==> config.mk <==
export PLATFORM = sky130hd
export DESIGN_NAME = switch_pulse_sequencer
export DESIGN_NICKNAME = d
export VERILOG_FILES = /design/src/rtl/switch_pulse_sequencer.sv
export SDC_FILE = /design/constraint.sdc
export NUM_CORES = 1
export LEC_CHECK = 0
export CELL_PAD_IN_SITES_DETAIL_PLACEMENT = 1
export CELL_PAD_IN_SITES_GLOBAL_PLACEMENT = 1
export CORE_MARGIN = 2
export CORE_UTILIZATION = 37
export DETAILED_ROUTE_END_ITERATION = 8
export PLACE_DENSITY = 0.83
export SYNTH_ARGS = -nofsm -noshare
export SYNTH_HDL_FRONTEND = slang
export SYNTH_SLANG_ARGS = --single-unit
export TNS_END_PERCENT = 100
==> constraint.sdc <==
create_clock -name clk -period 1.75 [get_ports clk]
set_input_delay 0.175 -clock clk [delete_from_list [all_inputs] [get_ports clk]]
set_output_delay 0.175 -clock clk [all_outputs]
set_load 0.01 [all_outputs]
==> src/rtl/switch_pulse_sequencer.sv <==
// Timing sequencer for the photonic switch drivers.
// A prescaler produces base ticks, ticks are grouped into frames of SLOTS slots,
// and each channel emits a programmable-width pulse on its slot or on every tick.
// Channel configuration is shadowed and only changes at frame boundaries.
//
//  state | meaning
//  ------+-------------------------------------------------------------
//  IDLE  | sequencer stopped, counters hold, running pulses may finish
//  RUN   | prescaler/slot/frame counters advance, channels may fire
module switch_pulse_sequencer #(
   parameter  int DIV   = 25,
   parameter  int SLOTS = 8,
   parameter  int NCH   = 2,
   parameter  int PW_W  = 4,
   parameter  int FC_W  = 8,
   localparam int DW    = $clog2(DIV),
   localparam int SW    = $clog2(SLOTS)
) (
   input  logic                  clk,
   input  logic                  reset,
   input  logic                  en,
   input  logic                  start,
   input  logic                  stop,
   input  logic                  abort,
   input  logic                  one_shot,
   input  logic [FC_W-1:0]       n_frames,
   input  logic [NCH*SW-1:0]     ch_slot,
   input  logic [NCH-1:0]        ch_every,
   input  logic [NCH*PW_W-1:0]   ch_len,
   output logic [NCH-1:0]        ch_out,
   output logic                  frame_tick,
   output logic [SW-1:0]         slot_idx,
   output logic [FC_W-1:0]       frame_cnt,
   output logic                  busy
);

   typedef enum logic {IDLE = 1'b0, RUN = 1'b1} state_t;

   localparam logic [DW-1:0]   PRE_LAST  = DW'(DIV - 1);
   localparam logic [SW-1:0]   SLOT_LAST = SW'(SLOTS - 1);
   localparam logic [FC_W:0]   ONE_FC    = (FC_W+1)'(1);

   state_t                state, state_nxt;
   logic                  stop_pending;
   logic [DW-1:0]         pre_cnt;
   logic [NCH*SW-1:0]     sh_slot;
   logic [NCH-1:0]        sh_every;
   logic [NCH*PW_W-1:0]   sh_len;
   logic                  sh_one_shot;
   logic [FC_W-1:0]       sh_n_frames;
   logic [PW_W-1:0]       pulse_cnt [NCH];
   logic [NCH-1:0]        fire;

   logic                  run_act, tick, frame_end, start_go, burst_done;
   logic [FC_W:0]         n_eff, frames_next;

   // Abort wins over everything; a start that coincides with stop/abort is dropped.
   assign run_act     = (state == RUN) && !abort;
   assign tick        = run_act && en && (pre_cnt == PRE_LAST);
   assign frame_end   = tick && (slot_idx == SLOT_LAST);
   assign start_go    = (state == IDLE) && start && !stop && !abort;
   assign n_eff       = (sh_n_frames == '0) ? ONE_FC : {1'b0, sh_n_frames};
   assign frames_next = {1'b0, frame_cnt} + ONE_FC;
   assign burst_done  = sh_one_shot && (frames_next == n_eff);
   assign busy        = (state == RUN);

   // State register.
   always_ff @(posedge clk or negedge reset) begin
      if (!reset) state <= IDLE;
      else        state <= state_nxt;
   end

   // Next-state logic: run until abort or a frame end that finishes the run.
   always_comb begin
      state_nxt = state;
      unique case (state)
         IDLE: if (start_go) state_nxt = RUN;
         RUN: begin
            if (abort)                                        state_nxt = IDLE;
            else if (frame_end && (stop_pending || burst_done)) state_nxt = IDLE;
         end
         default: state_nxt = IDLE;
      endcase
   end

   // Graceful-stop request is held until the run actually ends.
   always_ff @(posedge clk or negedge reset) begin
      if (!reset)                                   stop_pending <= 1'b0;
      else if (state == RUN && state_nxt == IDLE)   stop_pending <= 1'b0;
      else if (state == RUN && stop)                stop_pending <= 1'b1;
   end

   // Prescaler, slot and frame counters; they hold whenever en is low or idle.
   always_ff @(posedge clk or negedge reset) begin
      if (!reset) begin
         pre_cnt   <= '0;
         slot_idx  <= '0;
         frame_cnt <= '0;
      end else if (start_go) begin
         pre_cnt   <= '0;
         slot_idx  <= '0;
         frame_cnt <= '0;
      end else if (run_act && en) begin
         pre_cnt <= tick ? '0 : pre_cnt + DW'(1);
         if (tick)      slot_idx  <= (slot_idx == SLOT_LAST) ? '0 : slot_idx + SW'(1);
         if (frame_end) frame_cnt <= frame_cnt + FC_W'(1);
      end
   end

   // Frame strobe lags the last tick of the frame by one clock.
   always_ff @(posedge clk or negedge reset) begin
      if (!reset) frame_tick <= 1'b0;
      else        frame_tick <= frame_end;
   end

   // Shadow config: channel fields reload at start and every frame boundary;
   // burst mode is captured only at start so a run cannot change its own length.
   always_ff @(posedge clk or negedge reset) begin
      if (!reset) begin
         sh_slot     <= '0;
         sh_every    <= '0;
         sh_len      <= '0;
         sh_one_shot <= 1'b0;
         sh_n_frames <= '0;
      end else begin
         if (start_go || frame_end) begin
            sh_slot  <= ch_slot;
            sh_every <= ch_every;
            sh_len   <= ch_len;
         end
         if (start_go) begin
            sh_one_shot <= one_shot;
            sh_n_frames <= n_frames;
         end
      end
   end

   // Per-channel fire decision; a zero length disables the channel.
   always_comb begin
      fire = '0;
      for (int i = 0; i < NCH; i++) begin
         fire[i] = tick && (sh_len[i*PW_W +: PW_W] != '0) &&
                   (sh_every[i] || (sh_slot[i*SW +: SW] == slot_idx));
      end
   end

   // Pulse down-counters: load on fire (restarting any live pulse), otherwise
   // count down to terminal zero independent of en; abort kills them at once.
   always_ff @(posedge clk or negedge reset) begin
      if (!reset) begin
         for (int i = 0; i < NCH; i++) pulse_cnt[i] <= '0;
      end else begin
         for (int i = 0; i < NCH; i++) begin
            if (abort)                    pulse_cnt[i] <= '0;
            else if (fire[i])             pulse_cnt[i] <= sh_len[i*PW_W +: PW_W];
            else if (pulse_cnt[i] != '0)  pulse_cnt[i] <= pulse_cnt[i] - PW_W'(1);
         end
      end
   end

   // A channel is high while its counter has not reached terminal count.
   always_comb begin
      ch_out = '0;
      for (int i = 0; i < NCH; i++) ch_out[i] = (pulse_cnt[i] != '0);
   end

endmodule
### Word-level counts from Yosys, hierarchy flattened

Index checks and enable logic that the tools add are counted.

| storage, ports and cells | value |
|---|---|
| memories kept | 0 |
| output and inout port bits | 15 |
| ROM bits | 0 |
| input port bits | 31 |
| memory bits (writable) | 0 |
| register bits after elaboration | 52 |
| bits in latches | 0 |

| cells by class | value |
|---|---|
| magnitude comparators | 0 |
| equality and inequality tests | 5 |
| div/mod/pow operators | 0 |
| bitwise gates (word level) | 2 |
| add/sub/neg operators | 6 |
| multiply operators | 0 |
| shift-type cells | 0 |
| muxes and demuxes | 23 |
| reduce and logical (&&, ||, !) cells | 34 |

Operators by type and width:

| kind | number |
|---|---|
| $mux 8 | 4 |
| $mux 4 | 6 |
| $reduce_bool 4->1 | 4 |
| $logic_and 1x1->1 | 15 |
| $mux 5 | 3 |
| $mux 3 | 4 |
| $add 8x1->9 const B | 1 |
| $eq 9x8->1 | 1 |
| $add 8x1->8 const B | 1 |
| $logic_not 8->1 | 1 |
| $reduce_bool 2->1 | 4 |
| $sub 4x1->4 const B | 2 |
| $eq 3x3->1 | 2 |
| $reduce_bool 3->1 | 2 |
| $add 5x1->5 const B | 1 |
| $eq 5x5->1 const B | 1 |
| $mux 1 | 5 |
| $logic_or 1x1->1 | 4 |
| $reduce_and 2->1 | 2 |
| $add 3x1->3 const B | 1 |
| $eq 3x3->1 const B | 1 |
| $logic_not 1->1 | 2 |
| $not 1->1 | 2 |
| $pmux 1 s2 | 1 |

### Longest topological paths before layout

Gate-level depths: netlist of the first run.

| depth | value |
|---|---|
| depth after elaboration | 12 |
| gate-level depth with buffers | 10 |
| depth with buffers taken out | 9 |

### Least setup slack after synthesis of the first run

Ideal clock, no wire load.

| timing path | value |
|---|---|
| path kind | flip-flop to flip-flop |
| from | register slot_idx[0] |
| to | register sh_every[1] |
| stages on the path, launching flop included | 8 |
| arrival time | 1.755 ns |
| slack | -0.131 ns |
| setup time | 0.125 ns |
| buffers on the path | 1 |
| path through | dfrtp_1 > ha_1 > ha_1 > nand2_4 > clkinv_4 > nor2_4 > buf_6 > mux2_4 |

| between the ends | value |
|---|---|
| longest elaborated chain between the ends | 3 |

Ends and longest elaborated chain:

| element | RTL line | text |
|---|---|---|
| start: declaration | 32 | `output logic [SW-1:0] slot_idx,` |
| start signal: assignment | 105 | `if (tick) slot_idx <= (slot_idx == SLOT_LAST) ? '0 : slot_idx + SW'(1);` |
| $eq 3x3->1 | 60 | `assign frame_end = tick && (slot_idx == SLOT_LAST);` |
| $logic_and 1x1->1 | 60 |  |
| via frame_end | 54 | `logic run_act, tick, frame_end, start_go, burst_done;` |
| $logic_or 1x1->1 | 126 | `if (start_go \|\| frame_end) begin` |
| end signal: assignment | 128 | `sh_every <= ch_every;` |
| end: declaration | 47 | `logic [NCH-1:0] sh_every;` |

The timed path passes the listed nets, and every way through them passes these cells.
A chain may end at the register's enable or synchronous reset.

### Worst setup path in the final report of the first run

| timing path | value |
|---|---|
| from | register frame_cnt[6] |
| to | register state (netlist: busy) |

| between the ends | value |
|---|---|
| longest elaborated chain between the ends | 8 |

Ends and longest elaborated chain:

| element | RTL line | text |
|---|---|---|
| start: declaration | 33 | `output logic [FC_W-1:0] frame_cnt,` |
| start signal: assignment | 106 | `if (frame_end) frame_cnt <= frame_cnt + FC_W'(1);` |
| $add 8x1->9 | 63 | `assign frames_next = {1'b0, frame_cnt} + ONE_FC;` |
| $eq 9x8->1 | 64 | `assign burst_done = sh_one_shot && (frames_next == n_eff);` |
| $logic_and 1x1->1 | 64 |  |
| $logic_or 1x1->1 | 80 | `else if (frame_end && (stop_pending \|\| burst_done)) state_nxt = IDLE;` |
| $logic_and 1x1->1 | 80 |  |
| $mux 1 | 80 |  |
| $mux 1 | 79 | `if (abort) state_nxt = IDLE;` |
| $pmux 1 s2 | 76 | `unique case (state)` |
| via state_nxt | 43 | `state_t state, state_nxt;` |
| end signal: assignment | 70 | `else state <= state_nxt;` |
| end: declaration | 43 |  |

The timed path passes the listed nets, and every way through them passes these cells.

==> impl_metrics.toml, run 1 <==
[status]
outcome = "complete, but fails checks"
violations = "negative setup slack"

[clocking]
clock_sinks = 52
clkTransAtPathRegs_ns = 0.10
cts_made_buffers = 5
clk_latency_ns = 0.32
clockBufferDepth = 2
cts_root_buf = "clkbuf_8"
h-tree-depth = 2
cts_tree = "done"

[timing]
final.setup.tns_ns = -3.094
timing.final.crit_share_pct = 110.3
drv_slew = 0
fin_crit_ns = 1.931
finalSetupViolations = 29
fmax_mhz = 517.9
slew-limit-headroom_pct = 68.46
hold_viol = 0
worst_slack_ns = -0.1810
worst_pin_slew_ns = 0.4731
rsz0062_at_grt = "yes"
fin_skew_ns = 0.01993

[place]
port_buffers = 45
post-dp-hpwl_um = 5999
gp_congestion = 0.8819

[finish]
antenna_cells = 0
nets = 405
final_common_cell = "nand2_1"
drive_gt1_share_pct = 33.42
area_growth_pct = 44.70
final_cell_mix = "nand2_1, dfrtp_1, clkdlybuf4s50_1"

[detailed_routing]
vias = 2559
dr.pass1.iters = 4
drt_iter0_markers = 150
via_per_inst = 5.480
wire_per_inst_um = 22.01
drtAntennaViolNets = 0
drc = 0
wirelength_um = 10280

[global_route]
gr-usage-all-layers_pct = 22.28
grt_antenna_before_repair = 0
grt-ovfl-total = 0
grt_pass1_vias = 2731
grt_pass1_wl_um = 14710
grt_max_degree = 21

[yosys]
async_reset_ff_share_pct = 100.0
synth_edf_count = 0
syn_avg_cell_area_um2 = 10.27
post_synth_and_or_nand_nor_area_fraction_pct = 19.40
yosys.area_share.adder_pct = 3.080
ys_ff_latch = 52
yosysSeqAreaShare_pct = 45.75
synth.top_cell.area_share_pct = 45.75
synth_top_family_by_area = "simple AND/OR/NAND/NOR gates"
synthCells = 277
synth_compound_area_share_pct = 12.32
syn_nets = 315
synth_mux_area_share_pct = 10.16
ys_types = 48
yosys_warnings = 0
synth.area.top_cells = "dfrtp_1, mux2_4, nand2_1"
synth_area_leader_cell = "dfrtp_1"
synth_flop_cell = "dfrtp_1"
syn_area_mm2 = 0.002844
synth_xor_area_share_pct = 5.235

[hold_path]
hold_path.class = "in -> async"

[power_and_ir_drop]
vdd_drop_max_mv = 0.4084
p_per_area_mw_per_mm2 = 872.3
p_leak_nw = 1.933
fin_total_pwr_mw = 3.590

[flow_run]
cap_violations = 0

[worst_setup_path]
worstPathRequired_ns = 1.93
arrival_ns = 2.12
crit_type = "reg -> reg"
cp_max_fo = 6
cp-start-kind = "flop"
crit_path_end_kind = "flop"

[floorplanning]
num_io_pins = 46
initial_core_util_pct = 38.80
die_h_um = 91.67
core-area_mm2 = 0.007331
die_w_um = 91.67
fp-row-count = 31
dieArea_mm2 = 0.008403
-- cell type report --
class	instances	area (um2)
clock buffer	5	68.82
fill	790	3216
multi-input combinational	202	1655
inverter	11	46.29
tap	99	123.9
clock inverter	3	21.27
timing repair buffer	95	890.9
sequential	52	1309
-- power breakdown --
part / switching, mW / leakage (nW) / internal (mW) / total [mW]
Combinational: 0.567 / 1.23 / 0.658 / 1.22
Clock: 0.451 / 0.0445 / 0.286 / 0.737
Sequential: 0.217 / 0.659 / 1.41 / 1.63
Total: 1.23 / 1.93 / 2.36 / 3.59
-- cell usage after synthesis (3+ instances only) --
library cell / instances
mux2_4: 13
and3_1: 4
xor2_1: 5
dfrtp_1: 52
nand2_1: 49
xnor2_1: 12
a211oi_1: 4
mux2i_1: 6
buf_2: 3
nand3_1: 10
o21ai_0: 13
mux2_2: 3
a21oi_1: 9
clkbuf_1: 5
inv_1: 10
a21o_1: 4
nor3_1: 8
a311oi_1: 4
ha_1: 7
nor2_1: 18
a31oi_1: 4
-- registers in the layout (all words and copies together), names as in the netlist --
signal	flops
pre_cnt	5
slot_idx	3
sh_slot	6
stop_pending	1
frame_cnt	8
sh_every	2
busy	1
sh_len	8
pulse_cnt	8
sh_one_shot	1
sh_n_frames	8
frame_tick	1
-- kinds of logic after synthesis --
group | Yosys count
flops | 52
mux | 22
simple gates | 105
xor+xnor | 17
buf+inv | 23
fa+ha+maj | 7
compound gates | 51
-- path summary, 6_finish.rpt --
path	from	endpoint	slack, ns	depth (start not counted)
worst max-delay path	frame_cnt[6]	busy	-0.18	6
worst min-delay path	reset	sh_n_frames[1]	0.35	2
worst max register to register	frame_cnt[6]	busy	-0.18	6
worst min register to register	sh_n_frames[0]	sh_n_frames[0]	0.52	2
max in group asynchronous	reset	frame_cnt[3]	0.76	3
min in group clk	n_frames[7]	sh_n_frames[7]	0.38	3
-- through the flow --
stage,setup WS (ns),hold WS [ns],util [%],std cells,instance area [um2]
floorplan,-0.06549,-0.1206,-,277,2861
global placement,-0.1993,0.1465,49.68,442,3642
detailed placement,-0.2690,0.1509,49.68,442,3642
CTS,-0.08887,0.3679,53.34,459,3910
global route,-0.2588,0.3887,56.14,467,4115
finish,-0.1810,0.3519,56.14,467,4115
-- repair_timing --
action,4_1_cts,5_1_grt
pin swaps,9,10
setup endpoints to repair,33,34
setup buffers,8,7
hold buffers,1,0
hold endpoints to repair,18,0
resized for setup,31,27
cloned,0,1
-- per-layer routing --
metal	GRT usage, %	vias up	wire length [um]	part of all wire (%)
met4	7.828	0	292	2.8
met1	28.33	1310	4336	42
li1	-	1145	-	-
met3	3.205	26	340	3.3
met5	0	-	0	0
met2	38.60	78	5309	52
-- critical path, cell delays in order, from the launching register on --
cell	delay, ns
dfrtp_1	0.49
xor2_1	0.41
inv_1	0.13
o2111ai_1	0.16
o31a_1	0.24
a211oi_4	0.08
a311oi_1	0.30
Power figures use the tool's default switching activity.
==> inputs of run 2 (changes only) <==
Settings changed: CORE_UTILIZATION 37 to 39, CTS_BUF_LIST set to sky130_fd_sc_hd__clkbuf_2, PLACE_DENSITY 0.83 to not set, PLACE_DENSITY_LB_ADDON set to 0.1.
==> run 2 against run 1 <==
Net effect:
- the run now ends clean
- combinational power up 7%
- fmax up 11%
- flip-flop and latch count unchanged
- count of clock-buffer cells in the layout up 1
- non-clock buffer count down 4
- via count down 7.0%
- worst setup slack better by 0.19 ns
- utilization down 0.12 points
- register-to-register slack better by 0.19 ns
==> impl_metrics.toml, run 2 (synthesized netlist as in run 1, its figures left out) <==
[status]
outcome = "complete, no violations"

[timing]
worst_slack_ns = 0.005219
final.setup.tns_ns = 0
hold_ws_ns = 0.1865
fin_skew_ns = 0.02689
finalSetupViolations = 0
drv_slew = 0
hold_viol = 0
slew-limit-headroom_pct = 79.95
fin_crit_ns = 1.745
worst_pin_slew_ns = 0.2969
fmax_mhz = 573.1
rsz0062_at_grt = "yes"
timing.final.crit_share_pct = 99.70

[detailed_routing]
wire_per_inst_um = 15.95
drt_iter0_markers = 82
wirelength_um = 7385
drc = 0
via_per_inst = 5.138
dr.pass1.iters = 4
drtAntennaViolNets = 0
vias = 2379

[global_route]
grt_pass1_vias = 2436
gr-usage-all-layers_pct = 19.21
grt_pass1_wl_um = 11820
grt_antenna_before_repair = 0
grt-ovfl-total = 0
grt_max_degree = 53

[finish]
fin_util_pct = 56.01
final_common_cell = "nand2_1"
nets = 401
antenna_cells = 0
final_cell_mix = "nand2_1, dfrtp_1, buf_4"
postLayoutCellArea_mm2 = 0.003998
fin_cells = 463
area_growth_pct = 40.56
drive_gt1_share_pct = 34.07

[worst_setup_path]
cp_max_fo = 14
cp_cell_sequence = "ha_2 > ha_4 > nand2_4 > clkinv_4 > nor2_4 > buf_12 > mux2_2"
slowest_delay_ns = 0.52
crit_path_end_kind = "flop"
cp-start-kind = "flop"
worstPathRequired_ns = 2.12
crit_slowest_cell = "dfrtp_2"
crit_type = "reg -> reg"
arrival_ns = 2.12

[place]
post-dp-hpwl_um = 5040
gp_congestion = 0.7648
dp_worst_setup_slack_ns = -0.1256
dpl_cell_area_mm2 = 0.003642
port_buffers = 45
placedCellCount = 442

[clocking]
h-tree-depth = 2
clk_latency_ns = 0.44
clock_sinks = 52
clockBufferDepth = 2
cts_made_buffers = 5
clkTransAtPathRegs_ns = 0.29
cts_root_buf = "clkbuf_2"
cts_tree = "done"

[floorplanning]
dieArea_mm2 = 0.007991
fp-row-count = 31
initial_core_util_pct = 39.85
core-area_mm2 = 0.007137
die_w_um = 89.40
die_h_um = 89.40
num_io_pins = 46

[power_and_ir_drop]
switchingPower_mw = 1.195
pwr-share-comb_pct = 37.9
intPower_mw = 2.228
p_per_area_mw_per_mm2 = 856.1
p_clk_share_pct = 15.1
fin_total_pwr_mw = 3.422
switching_share_pct = 34.90
pwr-share-seq_pct = 47.0
p_leak_nw = 1.897
vdd_drop_max_mv = 0.3418

[flow_run]
cap_violations = 0

[hold_path]
hold_path.class = "in -> async"
## run 2: power by group through the flow
stage               Clock (mW)  Combinational, mW  Sequential [mW]
floorplan                    0              0.736             1.56
global placement             0               1.03             1.60
detailed placement           0               1.07             1.62
CTS                      0.537               1.18             1.59
global route             0.577               1.45             1.63
finish                   0.517               1.30             1.61
## run 2: worst max-delay path, delay by kind of cell (launching register included)
kind                     cells  cell delay (ns)
adder cells (fa/ha/maj)      2             0.37
buffers and inverters        2             0.23
flip-flops                   1             0.52
multiplexers                 1             0.34
AND/OR/NAND/NOR              2             0.21
## run 2: worst paths after layout
kind / startpoint / endpoint / slack (ns) / cells past startpoint
worst max-delay path: slot_idx[1] / sh_len[5] / 0.005 / 7
worst min-delay path: reset / frame_cnt[5] / 0.19 / 3
worst max register to register: slot_idx[1] / sh_len[5] / 0.005 / 7
worst min register to register: stop_pending / busy / 0.48 / 1
max in group asynchronous: reset / sh_n_frames[5] / 1.27 / 3
min in group clk: n_frames[4] / sh_n_frames[4] / 0.21 / 3
## run 2: area by class of cell
class                   instances  area, um2
repair buffers                 91      849.6
clock buffers                   6      30.03
inverters                      11      46.29
flip-flops and latches         52       1315
multi-input cells             202       1617
fillers                       804       3139
well taps                      99      123.9
clock inverters                 2      16.27
## run 2: timing repair
item                                    in CTS  in global routing
hold endpoints to repair                    52                  0
hold buffers                                 1                  0
pin swaps                                    5                 15
resized for setup                           27                 32
buffers inserted                             5                  7
endpoints found under the setup margin      36                 42
## run 2: layer usage
metal / GRT usage, % / up-vias / share of wire (%)
met1: 26.13 / 1193 / 48
li1: - / 1138 / -
met3: 2.862 / 9 / 2.5
met4: 4.749 / 0 / 1.3
met2: 32.26 / 39 / 49
met5: 0 / - / 0
